### src/rtl/cart_mapper.sv
// cart_mapper: MBC1 banking registers plus the DMG boot-ROM overlay.
// Turns CPU bus accesses into physical boot/ROM/RAM addresses and returns
// read data one cycle after the request, in step with the 1-cycle memories.
module cart_mapper #(
  parameter int ROM_BANKS_LOG2 = 1,
  parameter int RAM_ADDR_W     = 15
) (
  input  logic                       clk,
  input  logic                       rst,
  input  logic [15:0]                cpu_addr,
  input  logic [7:0]                 cpu_wdata,
  input  logic                       cpu_wr,
  input  logic                       cpu_rd,
  output logic [7:0]                 rd_data,
  output logic                       rd_valid,
  output logic                       boot_active,
  output logic [7:0]                 boot_addr,
  input  logic [7:0]                 boot_data,
  output logic [14+ROM_BANKS_LOG2-1:0] rom_addr,
  input  logic [7:0]                 rom_data,
  output logic [RAM_ADDR_W-1:0]      ram_addr,
  output logic [7:0]                 ram_wdata,
  output logic                       ram_we,
  input  logic [7:0]                 ram_rdata
);

  typedef enum logic [1:0] {
    SEL_NONE = 2'd0,
    SEL_BOOT = 2'd1,
    SEL_ROM  = 2'd2,
    SEL_RAM  = 2'd3
  } sel_t;

  // Banking state
  logic       ram_en;
  logic [4:0] rom_bank5;
  logic [1:0] bank2;
  logic       mode;

  // Read return pipeline: which memory answers the outstanding read
  sel_t       sel_q;
  sel_t       sel_d;

  logic       rd_accept;
  logic       reg_wr;
  logic       boot_clr;
  logic       in_ram_win;
  logic [4:0] eff5;
  logic [6:0] bank;
  logic [31:0] bank_ext;
  logic [31:0] ram_ext;

  // A simultaneous write wins; the read half of the access is dropped.
  assign rd_accept  = cpu_rd & ~cpu_wr;
  assign reg_wr     = cpu_wr & ~cpu_addr[15];
  assign boot_clr   = cpu_wr & (cpu_addr == 16'hFF50) & (cpu_wdata != 8'h00);
  assign in_ram_win = (cpu_addr[15:13] == 3'b101);

  // Address generation from the bus address and current bank registers
  always_comb begin
    boot_addr = cpu_addr[7:0];
    // Bank 0 is remapped to 1 only when all five bits are zero, before any
    // masking to the actual ROM size.
    eff5 = (rom_bank5 == 5'd0) ? 5'd1 : rom_bank5;
    if (cpu_addr[14])
      bank = {bank2, eff5};
    else if (mode)
      bank = {bank2, 5'd0};
    else
      bank = 7'd0;
    bank_ext  = {25'd0, bank};
    rom_addr  = {bank_ext[ROM_BANKS_LOG2-1:0], cpu_addr[13:0]};
    ram_ext   = {17'd0, (mode ? bank2 : 2'b00), cpu_addr[12:0]};
    ram_addr  = ram_ext[RAM_ADDR_W-1:0];
    ram_wdata = cpu_wdata;
    ram_we    = cpu_wr & ram_en & in_ram_win;
  end

  // Read decode: pick the memory that will answer on the next cycle
  always_comb begin
    sel_d = SEL_NONE;
    if (cpu_addr < 16'h0100 && boot_active)
      sel_d = SEL_BOOT;
    else if (!cpu_addr[15])
      sel_d = SEL_ROM;
    else if (in_ram_win && ram_en)
      sel_d = SEL_RAM;
  end

  // Banking registers and the sticky boot-disable latch
  always_ff @(posedge clk) begin
    if (rst) begin
      boot_active <= 1'b1;
      ram_en      <= 1'b0;
      rom_bank5   <= 5'd1;
      bank2       <= 2'd0;
      mode        <= 1'b0;
    end else begin
      // Only ever cleared here; nothing but reset sets it again.
      if (boot_clr)
        boot_active <= 1'b0;
      if (reg_wr) begin
        case (cpu_addr[14:13])
          2'd0: ram_en    <= (cpu_wdata[3:0] == 4'hA);
          2'd1: rom_bank5 <= cpu_wdata[4:0];
          2'd2: bank2     <= cpu_wdata[1:0];
          default: mode   <= cpu_wdata[0];
        endcase
      end
    end
  end

  // Capture the read select so later register changes cannot affect it
  always_ff @(posedge clk) begin
    if (rst) begin
      rd_valid <= 1'b0;
      sel_q    <= SEL_NONE;
    end else begin
      rd_valid <= rd_accept;
      sel_q    <= rd_accept ? sel_d : SEL_NONE;
    end
  end

  // Return mux; idle bus reads as FF
  always_comb begin
    rd_data = 8'hFF;
    if (rd_valid) begin
      case (sel_q)
        SEL_BOOT: rd_data = boot_data;
        SEL_ROM:  rd_data = rom_data;
        SEL_RAM:  rd_data = ram_rdata;
        default:  rd_data = 8'hFF;
      endcase
    end
  end

endmodule

### config.mk
export PLATFORM = sky130hd
export DESIGN_NAME = cart_mapper
export DESIGN_NICKNAME = d
export VERILOG_FILES = /design/src/rtl/cart_mapper.sv
export SDC_FILE = /design/constraint.sdc
export NUM_CORES = 1
export LEC_CHECK = 0
export CORE_UTILIZATION = 35
export CTS_CLUSTER_DIAMETER = 80
export DETAILED_ROUTE_END_ITERATION = 10
export DONT_BUFFER_PORTS = 1
export GPL_TIMING_DRIVEN = 0
export SKIP_CTS_REPAIR_TIMING = 1
export SYNTH_ARGS = -nofsm -noshare
export SYNTH_HDL_FRONTEND = slang
export SYNTH_SLANG_ARGS = --single-unit
### constraint.sdc
create_clock -name clk -period 3.2 [get_ports clk]
set_input_delay 0.64 -clock clk [delete_from_list [all_inputs] [get_ports clk]]
set_output_delay 0.64 -clock clk [all_outputs]
set_load 0.02 [all_outputs]
Yosys cells after proc, flatten, opt, wreduce, memory -nomap -nowiden
Index checks and enable logic that the tools add are counted.
{ "classes": {"n_lt_le_gt_ge": 1, "n_eq_ne": 8, "n_mux": 8, "n_bitwise": 10, "n_reduce_logical": 12} }
{ "op_table": {"columns": ["operator", "n"], "rows": [
  ["case mux 8 bit (3 select lines)", 1],
  ["== test 16 bit, second input constant", 1],
  ["less-than comparator 16 x 9 -> 1 bit, second input constant", 1],
  ["2-to-1 mux 8 bit", 1],
  ["AND reduction 2 bit", 4],
  ["nonzero test 8 bit", 1],
  ["AND 1 bit", 6],
  ["== test 2 bit, second input constant", 3],
  ["2-to-1 mux 2 bit", 3],
  ["OR reduction 3 bit", 2],
  ["zero test 5 bit", 1],
  ["== test 2 x 1 -> 1 bit, second input constant", 2],
  ["== test 4 bit, second input constant", 1],
  ["NOT 1 bit", 4],
  ["== test 3 bit, second input constant", 1],
  ["2-to-1 mux 1 bit", 3],
  ["logical AND 1 bit", 2],
  ["zero test 2 bit", 1],
  ["OR reduction 2 bit", 1]
]} }
{ "totals": {"register_bits": 13, "in_bits": 52, "out_inout_bits": 57, "word_cells": 47} }

Longest topological paths before layout
{ "logic_depth": {"ltp_word": 5, "mapped_depth": 5, "ltp_nobuf": 3} }

Least setup slack after synthesis
OpenSTA, ideal clock, no wires.
{ "synth_path": {"kind": "input-to-output", "start": "input ram_rdata[0]", "end": "output rd_data[0]", "arrival_time_ps": 1319, "t_required_ps": 2560, "slack_ps": 1241, "path_stages": 3, "n_path_buf": 0, "cell_sequence": "mux2i_1 > and2_0 > o21ai_0"} }
{ "synth_between": {"elab_chain_cells": 2} }
{ "synth_rtl": {"columns": ["item", "line_no", "rtl"], "rows": [
  ["start: declaration", "24", "input logic [7:0] ram_rdata"],
  ["case mux 8 bit (3 select lines)", "128", "case (sel_q)"],
  ["2-to-1 mux 8 bit", "127", "if (rd_valid) begin"],
  ["end: declaration", "14", "output logic [7:0] rd_data,"]
]} }
Every way passes these cells.

Final worst setup path
{ "layout_path": {"start": "register sel_q[1]", "end": "output rd_data[5]"} }
{ "layout_between": {"elab_chain_cells": 3, "elab_cells_between_ends": 5, "classes_between": "eq/ne: 3; mux: 2"} }
{ "layout_rtl": {"columns": ["item", "line_no", "rtl"], "rows": [
  ["start: declaration", "41", "sel_t sel_q;"],
  ["start signal: assignment", "120", "sel_q <= rd_accept ? sel_d : SEL_NONE;"],
  ["== test 2 bit or == test 2 x 1 -> 1 bit (tied branches)", "128", null],
  ["case mux 8 bit (3 select lines) (*)", "128", null],
  ["2-to-1 mux 8 bit (*)", "127", null]
]} }
Mark *: on every way between the ends. The rest lies on a longest branch, timed or not.

==> metrics.txt <==
met3 Resource Use GR ~4.1%; synthesized instance count 142; 1st-iter DRT viols 16; effective utilization at floorplan 37.7%; register area share after synthesis ~22%; half-perimeter wire length after detailed placement between 2000 and 2500 µm; global-route track usage on met1 14.3%; # H-tree levels 1; Antenna Violating Nets Remaining 0; slew at the pin closest to its max-slew limit 0.662 ns; Placed Area 1220 µm²; Worst Skew 0.000183 ns; worst endpoint data arrival time between 1.5 and 2 ns; max capacitance violation total 0; unrepaired setup endpoints after global routing false; source of the critical timing path sel_q[1]$_SDFF_PP0_; distinct cell type count of the synthesized netlist 29; buffer cell driving the clock tree root sky130_fd_sc_hd__clkbuf_4; library cell contributing the largest single delay on the critical path sky130_fd_sc_hd__o21ai_0; drt wl/cell between 10 and 15 µm; hold-critical path depth 1; logic depth of the worst setup path including buffers 5; startpoint of the worst register-to-register path boot_active$_SDFFE_PP1P_; final hold vios 0; Worst Min Path Start rst; die outline area about 3600 µm²; maximum buffer depth of the clock tree 2; GRT Overall Usage approximately 14%; via density per instance between 5 and 6; num rows 20; number of buffers added by the clock tree synthesis step 3; ordered cell list for the critical path buf_2 > nand2b_1 > clkbuf_1 > nor2_1 > o21ai_0; cell type group with the largest total delay on the critical path compound AO/OA/AOI/OAI gates; number of clock sinks seen by CTS 13; leakage power of the design between 0.4 and 0.5 nW; global placement routability congestion 0.680; pre-CTS setup slack roughly 1.1 ns; total detailed-routing wirelength 2640 µm; Remaining DRCs 0; Net Count, Synth 194; most common cell after layout, fill and taps aside sky130_fd_sc_hd__buf_4; initial antenna violation count 0; Sequential cell area about 260 µm²; final worst slack around 0.82 ns; logic depth of the worst register-to-register path 2; sum of negative setup slack 0 ns; Die Y 59.8 µm; Post-Syn Area per Cell about 8 µm²; tightest hold margin ~0.46 ns; startpoint-to-endpoint class of the critical path reg -> out; final-report setup violation count 0; synthesized flop and latch total 13; maximum operating frequency roughly 420 MHz; fin crit period 2.38 ns; run status completed; design area approximately 1200 µm²; Die Wd ~60 µm; number of vias after detailed routing a little under 1,000; global-route wire length before repair between 3000 and 4000 µm; nature of the critical path endpoint output port; first-pass detailed-route iteration total 4; crit start category register; cell area after technology mapping between 1000 and 1500 µm²; Critical Path RT between 2 and 3 ns; worst-skew pair later-pin latency ~0.27 ns; most heavily used metal layer in global routing met2; yosys warns 0; most frequent cells in the layout sky130_fd_sc_hd__buf_4 (43), sky130_fd_sc_hd__nor2_1 (18), sky130_fd_sc_hd__mux2i_1 (16); critical path's largest stage delay between 0.5 and 0.6 ns; core outline area approximately 3100 µm²; Antenna diodes 0; critical-path maximum fanout 9; port bufs 0; clock tree from TritonCTS yes; Worst slew margin 55.4%; count of placed standard cells in the final layout, fillers left out 190; I/O pin cnt 109; power density relative to cell area 302 nW/µm²; clock-pin slew of the registers on the worst-case setup and hold paths roughly 0.08 ns; crit path buf inv count 2; aggregate global routing overflow 0; share of post-route cells with drive strength above 1 a little over a third; area growth from synthesis to layout 6.96%; path type of the worst min-delay path in -> reg; via count of the first global-routing pass 849; maximum number of pins on one net before global-route repair 11; final worst path period share 74.3%; worst ir drop on vdd ~0.19 mV; post-layout net count 199; fill cell count approximately 330; number of placed instances, taps included between 150 and 200; area used by multi-input combinational logic about 550 µm²; Pins Over Slew Limit 0; fraction of met2 tracks used by global routing roughly a quarter
==> worst paths after layout <==
check                                        endpoint  slack, ns
worst min register to register  bank2[0]$_SDFFE_PP0P_       0.50
worst max register to register    sel_q[1]$_SDFF_PP0_       2.28
worst max-delay path                       rd_data[5]       0.82
worst min-delay path              rd_valid$_SDFF_PP0_       0.46
==> registers in the layout, summed over array words and instances (netlist names) <==
name,count
mode,1
ram_en,1
boot_active,1
rom_bank5,5
bank2,2
rd_valid,1
sel_q,2
==> per-layer routing <==
metal	up-vias	routed length (µm)
met3	2	252
met4	0	6
met2	69	1360
li1	455	-
met1	449	1010
met5	-	0
==> worst reg2reg max path, cell delays in order (launching register included) <==
cell and delay (ns):
sky130_fd_sc_hd__dfxtp_1 0.47, sky130_fd_sc_hd__nand4b_1 0.15, sky130_fd_sc_hd__and3_1 0.19
==> cell usage after synthesis <==
master                     instances  area [µm²]
sky130_fd_sc_hd__a211o_1           1        8.76
sky130_fd_sc_hd__a211oi_1          1        7.51
sky130_fd_sc_hd__a21boi_0          1        7.51
sky130_fd_sc_hd__a41oi_1           1        8.76
sky130_fd_sc_hd__and2_0            8        50.1
sky130_fd_sc_hd__and2_1            2        12.5
sky130_fd_sc_hd__and3_1            1        6.26
sky130_fd_sc_hd__and4b_1           1        10.0
sky130_fd_sc_hd__and4bb_1          1        12.5
sky130_fd_sc_hd__and4bb_2          1        12.5
sky130_fd_sc_hd__buf_2             1        5.00
sky130_fd_sc_hd__buf_4            43         323
sky130_fd_sc_hd__buf_6             2        22.5
sky130_fd_sc_hd__clkbuf_1          2        7.51
sky130_fd_sc_hd__dfxtp_1          13         260
sky130_fd_sc_hd__mux2i_1          16         160
sky130_fd_sc_hd__nand2_1           3        11.3
sky130_fd_sc_hd__nand2b_1          1        6.26
sky130_fd_sc_hd__nand3b_1          1        7.51
sky130_fd_sc_hd__nand4b_1          4        35.0
sky130_fd_sc_hd__nor2_1           18        67.6
sky130_fd_sc_hd__nor2b_2           1        8.76
sky130_fd_sc_hd__nor3_1            2        10.0
sky130_fd_sc_hd__nor3b_1           1        7.51
sky130_fd_sc_hd__nor4_1            4        25.0
sky130_fd_sc_hd__nor4b_1           2        17.5
sky130_fd_sc_hd__nor4bb_1          1        10.0
sky130_fd_sc_hd__o21a_1            1        7.51
sky130_fd_sc_hd__o21ai_0           8        40.0
==> logic make-up after synthesis <==
family | count (synthesis) | synth area share, %
AND/OR/NAND/NOR | 52 | 26.6
AO/OA/AOI/OAI | 13 | 6.85
buffers and inverters | 48 | 30.6
flip-flops | 13 | 22.3
multiplexers | 16 | 13.7
==> power by group <==
group / switching, W / internal, W / total [W]
logic: 0.0000599 / 0.0000511 / 0.000111
registers: 0.00000304 / 0.000165 / 0.000168
clock network: 0.0000504 / 0.0000482 / 0.0000986
==> cell type report <==
class / count / share of cell area (%)
buffer: 48 / 28.6
sequential: 13 / 20.8
tap: 44 / 4.40
clock buffer: 4 / 2.10
multi-input combinational: 81 / 44.0
==> metrics by stage <==
step | power [W] | util, %
after floorplan | 0.000276 | -
after global placement | 0.000283 | 39.4
after detailed placement | 0.000284 | 39.4
after CTS | 0.000383 | 40.3
after global routing | 0.000398 | 40.3
final | 0.000378 | 40.3
Note: power is estimated with default switching activity, not from simulation.
